**src/rtl/cpu_pkg.sv**
```systemverilog
// ---------------------------------------------------------------------------
// cpu_pkg
// Shared definitions for the 8-bit accumulator core:
//   opcode_t  - 3-bit opcode field instr[7:5]
//   alu_op_t  - ALU function select (cntr_alu)
//   ctrl_t    - bundle of every decode strobe produced by acc_decode
//   sign_ext_imm - widens the 5-bit immediate to the 8-bit datapath
// ---------------------------------------------------------------------------
package cpu_pkg;

    localparam int DATA_W = 8;
    localparam int IMM_W  = 5;

    typedef enum logic [2:0] {
        OP_LI  = 3'b000,
        OP_LA  = 3'b001,
        OP_MV  = 3'b010,
        OP_ADD = 3'b011,
        OP_SUB = 3'b100,
        OP_JR  = 3'b101,
        OP_LW  = 3'b110,
        OP_SW  = 3'b111
    } opcode_t;

    typedef enum logic [1:0] {
        ALU_ADD = 2'b00,
        ALU_SUB = 2'b01,
        ALU_AND = 2'b10,
        ALU_OR  = 2'b11
    } alu_op_t;

    typedef struct packed {
        alu_op_t cntr_alu;  // ALU function
        logic    alu_sc;    // operand B: 1 = reg_data, 0 = zero
        logic    acc_we;    // accumulator write enable
        logic    acc_sc;    // accumulator source: 1 = ext_imm, 0 = reg_data
        logic    reg_we;    // register file write enable
        logic    mem_we;    // data memory write enable
        logic    brnch;     // PC loads reg_data
        logic    lw;        // register write data from memory
        logic    mem_sc;    // memory address is the accumulator
    } ctrl_t;

    function automatic logic [DATA_W-1:0] sign_ext_imm(input logic [IMM_W-1:0] imm);
        return {{(DATA_W-IMM_W){imm[IMM_W-1]}}, imm};
    endfunction

endpackage

```
**src/rtl/acc_alu_ctrl_if.sv**
```systemverilog
// ---------------------------------------------------------------------------
// acc_alu_ctrl_if
// Signal bundle between the accumulator core and its surroundings
// (instruction register, register file, PC and data memory).
//   master : surroundings - drive instr / reg_data, observe strobes
//   slave  : the core     - consume instr / reg_data, drive strobes
// ---------------------------------------------------------------------------
interface acc_alu_ctrl_if;

    logic [7:0] instr;
    logic [7:0] reg_data;
    logic [4:0] reg_sel;
    logic [7:0] acc_out;
    logic [7:0] alu_out;
    logic       alu_zero;
    logic       alu_carry;
    logic       regWE;
    logic       memWE;
    logic       brnch;
    logic       lw;
    logic       mem_sc;

    modport master (
        output instr, reg_data,
        input  reg_sel, acc_out, alu_out, alu_zero, alu_carry,
        input  regWE, memWE, brnch, lw, mem_sc
    );

    modport slave (
        input  instr, reg_data,
        output reg_sel, acc_out, alu_out, alu_zero, alu_carry,
        output regWE, memWE, brnch, lw, mem_sc
    );

endinterface

```
**src/rtl/acc_alu.sv**
```systemverilog
// ---------------------------------------------------------------------------
// acc_alu
// Combinational 8-bit ALU, results modulo 256.
//   op    in  : ADD / SUB (a - b) / AND / OR
//   a, b  in  : operands
//   y     out : result
//   zero  out : y == 0
//   carry out : ADD carry out of bit 7; SUB no-borrow (a >= b); logic ops 0
// ---------------------------------------------------------------------------
module acc_alu
    import cpu_pkg::*;
(
    input  alu_op_t    op,
    input  logic [7:0] a,
    input  logic [7:0] b,
    output logic [7:0] y,
    output logic       zero,
    output logic       carry
);

    always_comb begin
        y     = '0;
        carry = 1'b0;
        case (op)
            ALU_ADD: {carry, y} = {1'b0, a} + {1'b0, b};
            ALU_SUB: begin
                y     = a - b;
                carry = (a >= b);
            end
            ALU_AND: y = a & b;
            ALU_OR:  y = a | b;
            default: ;
        endcase
    end

    assign zero = (y == 8'h00);

endmodule

```
**src/rtl/acc_decode.sv**
```systemverilog
// ---------------------------------------------------------------------------
// acc_decode
// Combinational instruction decoder.
//   instr [7:0] in  : opcode = instr[7:5]
//   ctrl  ctrl_t out: all datapath strobes; anything an opcode does not use is 0
// ---------------------------------------------------------------------------
module acc_decode
    import cpu_pkg::*;
(
    input  logic [7:0] instr,
    output ctrl_t      ctrl
);

    opcode_t opcode;
    assign opcode = opcode_t'(instr[7:5]);

    always_comb begin
        // Non-ALU opcodes fall through as ADD with B = 0 so alu_out mirrors acc.
        ctrl          = '0;
        ctrl.cntr_alu = ALU_ADD;
        case (opcode)
            OP_LI: begin
                ctrl.acc_we = 1'b1;
                ctrl.acc_sc = 1'b1;
            end
            OP_LA: begin
                ctrl.acc_we = 1'b1;
            end
            OP_MV: begin
                ctrl.reg_we = 1'b1;
            end
            OP_ADD: begin
                ctrl.reg_we = 1'b1;
                ctrl.alu_sc = 1'b1;
            end
            OP_SUB: begin
                ctrl.reg_we   = 1'b1;
                ctrl.alu_sc   = 1'b1;
                ctrl.cntr_alu = ALU_SUB;
            end
            OP_JR: begin
                ctrl.brnch = 1'b1;
            end
            OP_LW: begin
                ctrl.reg_we = 1'b1;
                ctrl.lw     = 1'b1;
                ctrl.mem_sc = 1'b1;
            end
            OP_SW: begin
                ctrl.mem_we = 1'b1;
                ctrl.mem_sc = 1'b1;
            end
            default: ;
        endcase
    end

endmodule

```
**src/rtl/acc_alu_ctrl.sv**
```systemverilog
// ---------------------------------------------------------------------------
// acc_alu_ctrl
// Accumulator-centred execution core: decode, accumulator register, operand
// muxes, sign extension and ALU. One instruction per cycle, no handshake.
//   clk   in : rising-edge clock
//   reset in : synchronous, active-high; clears acc and masks write/branch strobes
//   bus   slave modport of acc_alu_ctrl_if:
//         instr, reg_data in; reg_sel, acc_out, alu_out, alu_zero, alu_carry,
//         regWE, memWE, brnch, lw, mem_sc out
// ---------------------------------------------------------------------------
module acc_alu_ctrl
    import cpu_pkg::*;
(
    input  logic           clk,
    input  logic           reset,
    acc_alu_ctrl_if.slave  bus
);

    ctrl_t       dec_ctrl;
    ctrl_t       ctrl;
    logic [7:0]  ext_imm;
    logic [7:0]  acc_next;
    logic [7:0]  acc_reg;
    logic [7:0]  alu_b;
    logic [7:0]  alu_y;
    logic        alu_z;
    logic        alu_c;

    acc_decode u_decode (
        .instr (bus.instr),
        .ctrl  (dec_ctrl)
    );

    // Reset masks every strobe that changes architectural state. lw and
    // mem_sc keep decoding: they only steer muxes and are harmless alone.
    always_comb begin
        ctrl = dec_ctrl;
        if (reset) begin
            ctrl.reg_we = 1'b0;
            ctrl.mem_we = 1'b0;
            ctrl.brnch  = 1'b0;
            ctrl.acc_we = 1'b0;
        end
    end

    assign ext_imm  = sign_ext_imm(bus.instr[4:0]);
    assign acc_next = ctrl.acc_sc ? ext_imm : bus.reg_data;
    assign alu_b    = ctrl.alu_sc ? bus.reg_data : 8'h00;

    always_ff @(posedge clk) begin
        if (reset) begin
            acc_reg <= 8'h00;
        end else if (ctrl.acc_we) begin
            acc_reg <= acc_next;
        end
    end

    acc_alu u_alu (
        .op    (ctrl.cntr_alu),
        .a     (acc_reg),
        .b     (alu_b),
        .y     (alu_y),
        .zero  (alu_z),
        .carry (alu_c)
    );

    assign bus.reg_sel   = bus.instr[4:0];
    assign bus.acc_out   = acc_reg;
    assign bus.alu_out   = alu_y;
    assign bus.alu_zero  = alu_z;
    assign bus.alu_carry = alu_c;
    assign bus.regWE     = ctrl.reg_we;
    assign bus.memWE     = ctrl.mem_we;
    assign bus.brnch     = ctrl.brnch;
    assign bus.lw        = ctrl.lw;
    assign bus.mem_sc    = ctrl.mem_sc;

endmodule

```
**src/flat_wrapper.sv**
```systemverilog
// flat-port wrapper written by rule: the top's interface ports become plain ports
module acc_alu_ctrl_flat import cpu_pkg::*;
  (clk, reset, bus_instr, bus_reg_data, bus_reg_sel, bus_acc_out, bus_alu_out, bus_alu_zero, bus_alu_carry, bus_regWE, bus_memWE, bus_brnch, bus_lw, bus_mem_sc);
  acc_alu_ctrl_if bus_i ();
  input  logic clk;
  input  logic reset;
  input wire logic [$bits(bus_i.instr)-1:0] bus_instr;
  input wire logic [$bits(bus_i.reg_data)-1:0] bus_reg_data;
  output wire logic [$bits(bus_i.reg_sel)-1:0] bus_reg_sel;
  output wire logic [$bits(bus_i.acc_out)-1:0] bus_acc_out;
  output wire logic [$bits(bus_i.alu_out)-1:0] bus_alu_out;
  output wire logic [$bits(bus_i.alu_zero)-1:0] bus_alu_zero;
  output wire logic [$bits(bus_i.alu_carry)-1:0] bus_alu_carry;
  output wire logic [$bits(bus_i.regWE)-1:0] bus_regWE;
  output wire logic [$bits(bus_i.memWE)-1:0] bus_memWE;
  output wire logic [$bits(bus_i.brnch)-1:0] bus_brnch;
  output wire logic [$bits(bus_i.lw)-1:0] bus_lw;
  output wire logic [$bits(bus_i.mem_sc)-1:0] bus_mem_sc;
  assign bus_i.instr = bus_instr;
  assign bus_i.reg_data = bus_reg_data;
  assign bus_reg_sel = bus_i.reg_sel;
  assign bus_acc_out = bus_i.acc_out;
  assign bus_alu_out = bus_i.alu_out;
  assign bus_alu_zero = bus_i.alu_zero;
  assign bus_alu_carry = bus_i.alu_carry;
  assign bus_regWE = bus_i.regWE;
  assign bus_memWE = bus_i.memWE;
  assign bus_brnch = bus_i.brnch;
  assign bus_lw = bus_i.lw;
  assign bus_mem_sc = bus_i.mem_sc;
  acc_alu_ctrl u_core (.clk(clk), .reset(reset), .bus(bus_i));
endmodule
```
**config.mk**
```make
export PLATFORM = sky130hd
export DESIGN_NAME = acc_alu_ctrl_flat
export DESIGN_NICKNAME = d
export VERILOG_FILES = /design/src/rtl/cpu_pkg.sv /design/src/rtl/acc_alu_ctrl_if.sv /design/src/rtl/acc_alu.sv /design/src/rtl/acc_decode.sv /design/src/rtl/acc_alu_ctrl.sv /design/src/flat_wrapper.sv
export SDC_FILE = /design/constraint.sdc
export NUM_CORES = 1
export LEC_CHECK = 0
export ABC_AREA = 0
export CELL_PAD_IN_SITES_DETAIL_PLACEMENT = 1
export CELL_PAD_IN_SITES_GLOBAL_PLACEMENT = 1
export CORE_ASPECT_RATIO = 0.75
export CORE_MARGIN = 1
export CORE_UTILIZATION = 33
export CTS_CLUSTER_SIZE = 16
export DETAILED_ROUTE_END_ITERATION = 6
export GPL_TIMING_DRIVEN = 0
export PLACE_DENSITY = 0.79
export SYNTH_ARGS = -nofsm -noshare
export SYNTH_HDL_FRONTEND = slang
export SYNTH_HIERARCHICAL = 1
export SYNTH_SLANG_ARGS = --single-unit
```
**constraint.sdc**
```tcl
create_clock -name clk -period 3.5 [get_ports clk]
set_clock_uncertainty 0.05 [all_clocks]
set_input_delay 0.7 -clock clk [delete_from_list [all_inputs] [get_ports clk]]
set_output_delay 0.7 -clock clk [all_outputs]
set_load 0.02 [all_outputs]
```
==> impl_metrics.ini <==
[yosys]
yosys.area.top_type = ha_1
synthAdderAreaFrac_pct = 19.17
avgSynthCellArea_um2 = 7.821
netlist_area_um2 = 1775
synth_warnings = 6
syn-num-nets = 271
synth_area_leaders = ha_1 (17%), dfxtp_1 (9.0%), inv_1 (4.9%)
yosys_register_bits = 8
synth-simple-area-share_pct = 28.12
synthFlopType = dfxtp_1
synth-edff-count = 0
muxShareOfSynthArea_pct = 4.087
synth-seq-area-share_pct = 9.020
synthCells = 227
synth_compound_area_share_pct = 25.09
synth_xor_area_share_pct = 0.9866
synth_top_family_by_area = simple AND/OR/NAND/NOR gates
async_reset_ff_share_pct = 0
synth.top_cell.area_share_pct = 16.91
ys_types = 54

[setup_path]
required_ns = 2.75
crit_type = in2out
crit_fanout = 8
cpPeakStageDelay_ns = 0.37
crit_arrival_ns = 3.30
crit_chain = buf_8 > nor2b_4 > a21o_4 > and2_4 > ha_4 > fa_2 > or3_4 > and3_4 > a221o_1 > a22oi_2 > nor3_4 > nor4bb_4 > buf_4
cp-start-kind = input pin
cp-end-kind = output port
slowest_stage = or3_4

[clock_tree]
clock_sinks = 8
cts-hold-fix-buffers = 0
cts_tree = done
clock_latency_ns = 0.23
cts_buffers = 3
clkTransAtPathRegs_ns = 0.04
clock-root-buffer = clkbuf_8
cts_max_level = 1
clockBufferDepth = 2

[final_layout]
syn_to_final_growth_pct = 60.46
fillers = 595
largest_reg_flops = 8
instances_no_fill = 363
post-route-cell-area_um2 = 2849
n_antenna_cell = 0
final_util_pct = 56.56
final_cell_mix = clkdlybuf4s50_1 (29), buf_4 (29), nor2_1 (20)
finalNetCount = 337
drive_gt1_share_pct = 37.46

[global_route]
grt_overflow = 0
grt_use_total_pct = 20.34
grt_max_degree = 11
antenna_found_initial = 0
grt_pass1_wl_um = 9156
grt_pass1_vias = 1816

[placement]
port_buffers = 45
hpwl_um = 4323
dp.cells = 344
pre_cts_slack_ns = -1.853
gp_congestion = 0.8413
placed_area_um2 = 2446

[sta]
slew_headroom_pct = 65.62
period_minus_slack_ns = 4.050
finalSetupViolCount = 7
finalHoldViolCount = 0
worst_slack_ns = -0.5498
fin_crit_sh_pct = 115.7
maxSlewViolCount = 0
fmax_mhz = 246.9
rsz0062_at_grt = true
hold-worst-slack_ns = 0.5166
worst-slew-pin-transition_ns = 0.5157

[floorplanning]
start_util_pct = 35.25
die_area_um2 = 5680
die_width_um = 86.70
fp.coreArea_um2 = 5037
die_h_um = 65.52
placement_rows = 22
io_pins = 46

[run]
cap_violations = 0

[routing]
wl_per_cell_um = 16.13
first_pass_iters = 4
num_vias = 1887
viasPerCell = 5.198
wl_um = 5855
drc = 0
drt_iter0_drc = 103
ant_nets = 0

[power]
p_sw_mw = 0.2649
pwr-share-clk_pct = 17.1
p_per_area_nw_per_um2 = 228.8
pwr-share-comb_pct = 66.3
leakagePower_nw = 1.111
switching_share_pct = 40.65
p_int_mw = 0.3868
seqPwrFrac_pct = 16.6
ir_worst_vdd_uv = 164.9

[status]
outcome = complete, but fails checks
violations = setup timing

[worst_hold_path]
min_path_type = reg2reg
==> power by group through the flow <==
stage	Sequential (mW)	Combinational, mW	Clock (mW)
global route	0.110	0.463	0.121
CTS	0.108	0.389	0.112
detailed placement	0.109	0.349	0
global placement	0.109	0.344	0
finish	0.108	0.432	0.111
floorplan	0.114	0.226	0
==> timing repair <==
item,in CTS,in global routing
gates resized for setup,95,22
pin swaps,21,20
endpoints found under the setup margin,10,8
cloned,0,0
buffers inserted,12,5
==> critical path: cells and delay by family <==
family / cells / cell delay (ns)
AND/OR/NAND/NOR: 6 / 1.04
AO/OA/AOI/OAI: 3 / 0.75
adder cells (fa/ha/maj): 2 / 0.52
buffers and inverters: 2 / 0.27
==> stage by stage <==
stage	total power, mW	setup TNS (ns)
2_1_floorplan	0.3403	-0.6906
3_3_place_gp	0.4531	-12.97
3_5_place_dp	0.4582	-13.15
4_1_cts	0.6093	-1.788
5_1_grt	0.6943	-2.664
6_report	0.6517	-2.069
==> worst paths after layout <==
| check | startpoint | end | slack [ns] | depth (start not counted) |
|---|---|---|---|---|
| worst min register to register | u_core/bus.acc_out[7] | u_core/bus.acc_out[7] | 0.52 | 2 |
| worst min-delay path | u_core/bus.acc_out[7] | u_core/bus.acc_out[7] | 0.52 | 2 |
| worst max register to register | u_core/bus.acc_out[4] | u_core/bus.acc_out[4] | 2.57 | 2 |
| worst max-delay path | bus_instr[6] | bus_alu_zero | -0.55 | 13 |
==> cells in the mapped netlist, types with 4 or more instances <==
cell type and n:
and2_1 10, inv_1 23, dfxtp_1 8, nor4_1 4
nor3_1 6, o21bai_1 4, nor2_1 21, o21ai_0 9
and3_1 4, buf_4 8, nor2b_1 6, mux2i_1 5
a211oi_1 10, a21oi_1 5, nand2b_1 7, nand2_1 9
buf_6 6, ha_1 24
==> per-layer routing <==
layer | up-vias | global-route usage (%) | part of all wire [%]
met5 | - | 0 | 0
li1 | 926 | - | -
met1 | 909 | 29.38 | 49
met4 | 0 | 1.875 | 0.24
met3 | 2 | 1.884 | 3.9
met2 | 50 | 33.83 | 47
==> logic make-up after synthesis <==
family	Yosys count
AND/OR/NAND/NOR	83
adder cells (fa/ha/maj)	26
other	1
XOR/XNOR	2
buffers and inverters	42
flip-flops	8
AO/OA/AOI/OAI	58
multiplexers	7
==> final cells by class <==
class                           count  area, um^2  area share [%]
Buffer                             18       152.6           5.358
Clock buffer                        3       41.29           1.449
Inverter                           23       91.34           3.206
Multi-Input combinational cell    177        1740           61.09
Sequential cell                     8       160.2           5.621
Tap cell                           72       90.09           3.162
Timing Repair Buffer               62       573.1           20.11
No activity file was read; power rests on OpenSTA's default activity.
